**src/rtl/fsm_calculator_alu_pkg.sv**
```systemverilog
// Shared types and key codes for the keypad calculator (package calc_pkg).
// The optional divider is enabled with the CALC_DIV_EN macro.
package calc_pkg;

    localparam int DATA_W = 16;

    typedef enum logic [2:0] {
        ST_IDLE      = 3'd0,
        ST_OPERAND_A = 3'd1,
        ST_OPERATOR  = 3'd2,
        ST_OPERAND_B = 3'd3,
        ST_RESULT    = 3'd4
    } state_e;

    typedef enum logic [2:0] {
        OP_NONE = 3'd0,
        OP_ADD  = 3'd1,
        OP_SUB  = 3'd2,
        OP_MUL  = 3'd3,
        OP_DIV  = 3'd4
    } op_e;

    typedef enum logic [2:0] {
        KEY_NONE  = 3'd0,
        KEY_DIGIT = 3'd1,
        KEY_OP    = 3'd2,
        KEY_EQUAL = 3'd3,
        KEY_CLEAR = 3'd4
    } key_e;

    // Scanned code layout: {2'b00, col[1:0], 1'b0, valid, row[1:0]}
    localparam logic [7:0] CODE_CLEAR = 8'h04;
    localparam logic [7:0] CODE_EQUAL = 8'h24;
    localparam logic [7:0] CODE_DIV   = 8'h34;
    localparam logic [7:0] CODE_MUL   = 8'h35;
    localparam logic [7:0] CODE_SUB   = 8'h36;
    localparam logic [7:0] CODE_ADD   = 8'h37;

    function automatic logic code_valid(input logic [7:0] code);
        return (code[7:6] == 2'b00) && !code[3] && code[2];
    endfunction

    function automatic logic [DATA_W-1:0] acc_digit(input logic [DATA_W-1:0] v,
                                                    input logic [3:0]        d);
        return v * 16'd10 + {12'd0, d};
    endfunction

endpackage

```
**src/rtl/fsm_calculator_alu_alu.sv**
```systemverilog
// Combinational 16-bit ALU for the calculator; divider only with CALC_DIV_EN.
module calc_alu
    import calc_pkg::*;
(
    input  logic [15:0] a_i,
    input  logic [15:0] b_i,
    input  logic [2:0]  op_i,
    output logic [15:0] y_o
);

    always_comb begin
        y_o = a_i;
        case (op_i)
            OP_ADD: y_o = a_i + b_i;
            OP_SUB: y_o = a_i - b_i;
            OP_MUL: y_o = a_i * b_i;
`ifdef CALC_DIV_EN
            // Divide by zero saturates to all ones rather than trapping
            OP_DIV: y_o = (b_i == 16'd0) ? 16'hFFFF : a_i / b_i;
`endif
            default: y_o = a_i;
        endcase
    end

endmodule

```
**src/rtl/fsm_calculator_alu.sv**
```systemverilog
// Keypad calculator top: key decode, press detection, entry FSM, output registers.
// Define CALC_DIV_EN to accept the DIV key; otherwise it is ignored.
module fsm_calculator_alu
    import calc_pkg::*;
(
    input  logic        clk,
    input  logic        rst_n,
    input  logic [7:0]  button,
    output logic        clear,
    output logic [3:0]  button_num,
    output logic [2:0]  button_op,
    output logic        equal,
    output logic [15:0] result_temp,
    output logic [15:0] result
);

    state_e      state_q, state_d;
    logic [15:0] a_q, a_d;
    logic [15:0] b_q, b_d;
    logic [15:0] res_q, res_d;
    logic [15:0] rt_q, rt_d;
    logic [3:0]  num_q, num_d;
    logic [2:0]  op_q, op_d;
    logic        clear_q, clear_d;
    logic        equal_q, equal_d;
    logic [7:0]  prev_q;

    key_e        key_kind;
    logic [3:0]  key_digit;
    logic [2:0]  key_op;
    logic        press;
    logic [15:0] alu_y;

    calc_alu u_alu (
        .a_i  (a_q),
        .b_i  (b_q),
        .op_i (op_q),
        .y_o  (alu_y)
    );

    // A held key is one press; only a change to a valid code counts
    assign press = code_valid(button) && (button != prev_q);

    always_comb begin
        key_kind  = KEY_NONE;
        key_digit = 4'd0;
        key_op    = OP_NONE;
        case ({button[5:4], button[1:0]})
            4'b00_00: key_kind = KEY_CLEAR;
            4'b00_01: begin key_kind = KEY_DIGIT; key_digit = 4'd1; end
            4'b00_10: begin key_kind = KEY_DIGIT; key_digit = 4'd4; end
            4'b00_11: begin key_kind = KEY_DIGIT; key_digit = 4'd7; end
            4'b01_00: begin key_kind = KEY_DIGIT; key_digit = 4'd0; end
            4'b01_01: begin key_kind = KEY_DIGIT; key_digit = 4'd2; end
            4'b01_10: begin key_kind = KEY_DIGIT; key_digit = 4'd5; end
            4'b01_11: begin key_kind = KEY_DIGIT; key_digit = 4'd8; end
            4'b10_00: key_kind = KEY_EQUAL;
            4'b10_01: begin key_kind = KEY_DIGIT; key_digit = 4'd3; end
            4'b10_10: begin key_kind = KEY_DIGIT; key_digit = 4'd6; end
            4'b10_11: begin key_kind = KEY_DIGIT; key_digit = 4'd9; end
`ifdef CALC_DIV_EN
            4'b11_00: begin key_kind = KEY_OP; key_op = OP_DIV; end
`else
            4'b11_00: key_kind = KEY_NONE;
`endif
            4'b11_01: begin key_kind = KEY_OP; key_op = OP_MUL; end
            4'b11_10: begin key_kind = KEY_OP; key_op = OP_SUB; end
            4'b11_11: begin key_kind = KEY_OP; key_op = OP_ADD; end
            default:  key_kind = KEY_NONE;
        endcase
    end

    always_comb begin
        state_d = state_q;
        a_d     = a_q;
        b_d     = b_q;
        res_d   = res_q;
        num_d   = num_q;
        op_d    = op_q;
        clear_d = 1'b0;
        equal_d = 1'b0;
        if (press) begin
            case (key_kind)
                KEY_CLEAR: begin
                    state_d = ST_IDLE;
                    a_d     = 16'd0;
                    b_d     = 16'd0;
                    res_d   = 16'd0;
                    num_d   = 4'd0;
                    op_d    = OP_NONE;
                    clear_d = 1'b1;
                end
                KEY_DIGIT: begin
                    num_d = key_digit;
                    case (state_q)
                        ST_OPERAND_A: a_d = acc_digit(a_q, key_digit);
                        ST_OPERATOR: begin
                            b_d     = {12'd0, key_digit};
                            state_d = ST_OPERAND_B;
                        end
                        ST_OPERAND_B: b_d = acc_digit(b_q, key_digit);
                        default: begin
                            a_d     = {12'd0, key_digit};
                            state_d = ST_OPERAND_A;
                        end
                    endcase
                end
                KEY_OP: begin
                    // Left-to-right evaluation: fold the pending op before storing the new one
                    case (state_q)
                        ST_IDLE:      a_d = 16'd0;
                        ST_OPERAND_B: a_d = alu_y;
                        ST_RESULT:    a_d = res_q;
                        default:      a_d = a_q;
                    endcase
                    op_d    = key_op;
                    state_d = ST_OPERATOR;
                end
                KEY_EQUAL: begin
                    equal_d = 1'b1;
                    case (state_q)
                        ST_OPERAND_A, ST_OPERATOR: begin
                            res_d   = a_q;
                            op_d    = OP_NONE;
                            state_d = ST_RESULT;
                        end
                        ST_OPERAND_B: begin
                            a_d     = alu_y;
                            res_d   = alu_y;
                            op_d    = OP_NONE;
                            state_d = ST_RESULT;
                        end
                        default: state_d = state_q;
                    endcase
                end
                default: state_d = state_q;
            endcase
        end
        rt_d = (state_d == ST_OPERAND_B) ? b_d : a_d;
    end

    always_ff @(posedge clk or negedge rst_n) begin
        if (!rst_n) begin
            state_q <= ST_IDLE;
            a_q     <= 16'd0;
            b_q     <= 16'd0;
            res_q   <= 16'd0;
            rt_q    <= 16'd0;
            num_q   <= 4'd0;
            op_q    <= OP_NONE;
            clear_q <= 1'b0;
            equal_q <= 1'b0;
            prev_q  <= 8'd0;
        end else begin
            state_q <= state_d;
            a_q     <= a_d;
            b_q     <= b_d;
            res_q   <= res_d;
            rt_q    <= rt_d;
            num_q   <= num_d;
            op_q    <= op_d;
            clear_q <= clear_d;
            equal_q <= equal_d;
            prev_q  <= button;
        end
    end

    assign clear       = clear_q;
    assign equal       = equal_q;
    assign button_num  = num_q;
    assign button_op   = op_q;
    assign result_temp = rt_q;
    assign result      = res_q;

endmodule

```
**config.mk**
```make
export PLATFORM = sky130hd
export DESIGN_NAME = fsm_calculator_alu
export DESIGN_NICKNAME = d
export VERILOG_FILES = /design/src/rtl/fsm_calculator_alu_pkg.sv /design/src/rtl/fsm_calculator_alu_alu.sv /design/src/rtl/fsm_calculator_alu.sv
export SDC_FILE = /design/constraint.sdc
export NUM_CORES = 1
export LEC_CHECK = 0
export BUFFER_PORTS_ARGS = -buffer_cell sky130_fd_sc_hd__buf_4
export CAP_MARGIN = 15
export CORE_AREA = 8 8 213 154
export DETAILED_ROUTE_END_ITERATION = 10
export DIE_AREA = 0 0 221 162
export GPL_TIMING_DRIVEN = 0
export MAX_ROUTING_LAYER = met4
export PLACE_DENSITY_LB_ADDON = 0.1
export SLEW_MARGIN = 20
export SYNTH_ARGS = -nofsm -noshare
export SYNTH_HDL_FRONTEND = slang
export SYNTH_HIERARCHICAL = 1
export SYNTH_SLANG_ARGS = --single-unit
```
**constraint.sdc**
```tcl
create_clock -name clk -period 13.1 [get_ports clk]
set_input_delay 3.275 -clock clk [delete_from_list [all_inputs] [get_ports clk]]
set_output_delay 3.275 -clock clk [all_outputs]
set_load 0.1 [all_outputs]
```
==> results.py <==
metrics = {
    "hold_path": {
        "hp-class": "register to register",
        "hold_end": "button_num[2]$_DFFE_PN0P_",
        "hold_path_depth": 2,
        "hold_path.startpoint": "button_num[2]$_DFFE_PN0P_",
    },
    "routing": {
        "drc": 0,
        "wl_per_cell_um": 21.5,
        "first_pass_iters": 7,
        "dr_total_vias": 9944,
        "ant_nets": 0,
        "vias_per_cell": 5.52,
        "initialDrtViolationCount": 907,
        "routed_wl_mm": 38.7,
    },
    "synth": {
        "synth_cell_types": 86,
        "synthTopCellsByCount": "nand2_1 (158), inv_1 (142), ha_1 (118), nor2_1 (86), fa_1 (85)",
        "synthesis.area_um2": 11600,
        "synth_top_flop_cell": "dfrtp_1",
        "synth_xor_area_share_pct": 8.72,
        "synth_compound_area_share_pct": 17.5,
        "async_flop_share_pct": 100,
        "yosysMostFrequentCell": "nand2_1",
        "ys_ff_latch": 83,
        "synth-edff-count": 0,
        "synthMuxAreaShare_pct": 3.88,
        "netlist.area_leader.share_pct": 17.9,
        "netlist_top_cells_area": "dfrtp_1 (18%), fa_1 (15%), ha_1 (13%)",
        "synth_top_family_by_area": "adder cells",
        "yosysTopAreaCell": "dfrtp_1",
        "synthSimpleGateAreaFrac_pct": 17.6,
        "synthCells": 1349,
        "ys_seq_area_share_pct": 17.9,
        "yosys.area_share.adder_pct": 27.4,
        "yosysWarnings": 6,
        "avgSynthCellArea_um2": 8.59,
    },
    "floorplan": {
        "core-area_um2": 29500,
        "start_util_pct": 39.3,
        "die_y_um": 162,
        "die_area_um2": 35800,
        "die_x_um": 221,
        "fp-row-count": 53,
        "boundaryPins": 51,
    },
    "layout": {
        "area_growth_pct": 10.3,
        "diodes": 0,
        "final_core_util_pct": 43.3,
        "fill_cells": 3006,
        "nNetsFinal": 1624,
        "final_cell_area_um2": 12800,
        "drive_above_1_share_pct": 9.53,
    },
    "clock_network": {
        "clkSinkCount": 83,
        "cts_hold_buffers": 0,
        "numCtsBuffers": 9,
        "ctsResizeCount": 0,
        "insertion_delay_ps": 360,
        "post_cts_buffers": 0,
        "htree_levels": 3,
        "clk_pin_slew_worst_paths_ps": 70,
        "root_buffer": "clkbuf_16",
        "cts_tree": "yes",
        "clockBufferDepth": 2,
    },
    "place": {
        "io_buffers": 49,
        "dp_hpwl_mm": 30.8,
        "dpl_cell_area_um2": 12400,
        "place_congestion": 0.960,
    },
    "setup_path": {
        "r2r-end": "result_temp[15]$_DFF_PN0_",
        "path_class": "register to register",
        "rr_startpoint": "a_q[1]$_DFF_PN0_",
        "cp_data_arrival_time_ps": 8010,
        "r2r_setup_slack_ps": 5330,
        "critPathRequiredTime_ps": 13350,
        "r2r_cells": 24,
        "worstPathMaxFanout": 16,
        "end_kind": "register",
        "worst_setup_path_start_kind": "register",
    },
    "power": {
        "p_comb_share_pct": 67.8,
        "power_frac_clock_pct": 13.5,
        "leakagePower_nw": 6.08,
        "power.total_w": 0.00216,
        "power.switching_w": 0.00117,
        "power.internal_w": 0.000991,
        "p_per_area_nw_per_um2": 169,
        "irDropWorstVdd_uv": 86.1,
        "power.share.sequential_pct": 18.7,
        "switching_share_pct": 54.1,
    },
    "sta": {
        "slew_violations": 0,
        "fmax_mhz": 129,
        "setup-tns-final_ps": 0,
        "setup_viol": 0,
        "fin_crit_ps": 7770,
        "hold_viol_final": 0,
        "rsz0062_at_grt": "no",
        "worst_pin_slew_ps": 1130,
        "fin_crit_sh_pct": 59.3,
        "clock_skew_ps": 7.13,
        "relSlewSlack_pct": 24.4,
    },
    "outcome": {
        "status": "complete, no violations",
    },
    "global_route": {
        "antenna_found_initial": 0,
        "grtUsageMet2_pct": 30.0,
        "grt_pass1_wl_mm": 60.1,
        "busiest_layer": "met1",
        "grt_use_total_pct": 22.2,
        "overflow": 0,
        "grt_pass1_vias": 9731,
        "met3_usage_pct": 5.15,
        "grt_max_degree": 84,
        "grt_util_met1_pct": 33.7,
    },
    "job": {
        "maxCapViolCount": 0,
    },
}
[layout by cell type (no fill, tap or decap), types with 8 or more instances in the layout]
cell / netlist / layout
nand2_1: 158 / 158
inv_1: 142 / 142
ha_1: 118 / 118
nor2_1: 86 / 86
fa_1: 85 / 85
dfrtp_1: 83 / 83
o21ai_0: 75 / 75
and2_1: 72 / 72
xnor2_1: 58 / 58
a21oi_1: 55 / 55
xor2_1: 53 / 53
buf_4: 1 / 49
clkbuf_1: 44 / 44
mux2_2: 22 / 22
a21o_1: 16 / 16
mux2i_1: 16 / 16
nand3_1: 15 / 15
a22o_1: 15 / 15
nor2b_1: 14 / 14
o31ai_1: 14 / 14
o221ai_1: 13 / 13
nand2b_1: 11 / 11
nor3_1: 10 / 10
clkbuf_16: 0 / 9
a31oi_1: 8 / 8
a222oi_1: 8 / 8
[worst max-delay path, cell delays in order, from the launching register on]
cell,delay (ps)
dfrtp_1,930
clkbuf_1,590
nand2_1,170
fa_1,490
fa_1,570
inv_1,50
fa_1,470
fa_1,550
inv_1,60
fa_1,510
fa_1,460
xnor2_1,150
xnor2_1,140
xnor2_1,350
xnor2_1,170
xnor3_1,470
xnor2_1,240
o211ai_2,160
nor2_1,140
nor2_1,50
o221ai_1,190
a32oi_1,110
nor3_2,260
o21ai_2,100
mux2_4,280
[logic make-up (layout without fill, tap and decap cells)]
kind of cell / after synthesis / in the layout
simple gates: 416 / 416
compound gates: 292 / 292
mux: 41 / 41
xor+xnor: 113 / 113
fa+ha+maj: 203 / 203
buf+inv: 200 / 265
other cells: 1 / 3
flops: 83 / 83
[area by class of cell]
type	count	area, µm²	area share [%]
Multi-Input combinational cell	1068	8720	68.3
Sequential cell	83	2080	16.3
Inverter	142	533	4.17
Tap cell	385	482	3.77
Timing Repair Buffer	49	372	2.91
Buffer	58	262	2.05
Clock buffer	9	225	1.76
Clock inverter	7	106	0.832
[state kept, by name (all words and copies together) (netlist names)]
register and count:
b_q 16, button_num 4, result_temp 16, button_op 2, clear 1, a_q 16, result 16, equal 1
state_q 3, prev_q 8
[routing by layer]
metal	wire, µm	share of wire, %
met5	0	0
met4	413	1.1
met3	2830	7.3
met2	15000	39
met1	20400	53
[worst max-delay path by stage]
stage	startpoint	end	slack, ps
after global routing	a_q[1]$_DFF_PN0_	result_temp[15]$_DFF_PN0_	5060
after detailed placement	a_q[1]$_DFF_PN0_	result_temp[15]$_DFF_PN0_	5410
after CTS	a_q[1]$_DFF_PN0_	result_temp[15]$_DFF_PN0_	5380
after global placement	a_q[1]$_DFF_PN0_	result_temp[15]$_DFF_PN0_	5400
final	a_q[1]$_DFF_PN0_	result_temp[15]$_DFF_PN0_	5330
after floorplan	button[1]	result_temp[15]$_DFF_PN0_	6510
[metrics by stage]
step | cells | setup slack [ps] | hold WS [ps]
global route | 1801 | 5060 | 517
detailed placement | 1785 | 5410 | 482
floorplan | 1351 | 6510 | 523
finish | 1801 | 5330 | 493
global placement | 1785 | 5400 | 470
CTS | 1801 | 5380 | 497
[power groups by stage]
stage | clock network, W | registers, W | logic [W]
5_1_grt | 0.000305 | 0.000411 | 0.00161
3_3_place_gp | 0 | 0.000410 | 0.00144
4_1_cts | 0.000294 | 0.000403 | 0.00145
3_5_place_dp | 0 | 0.000408 | 0.00144
6_report | 0.000291 | 0.000404 | 0.00146
2_1_floorplan | 0 | 0.000466 | 0.000956
Power figures use the tool's default switching activity.
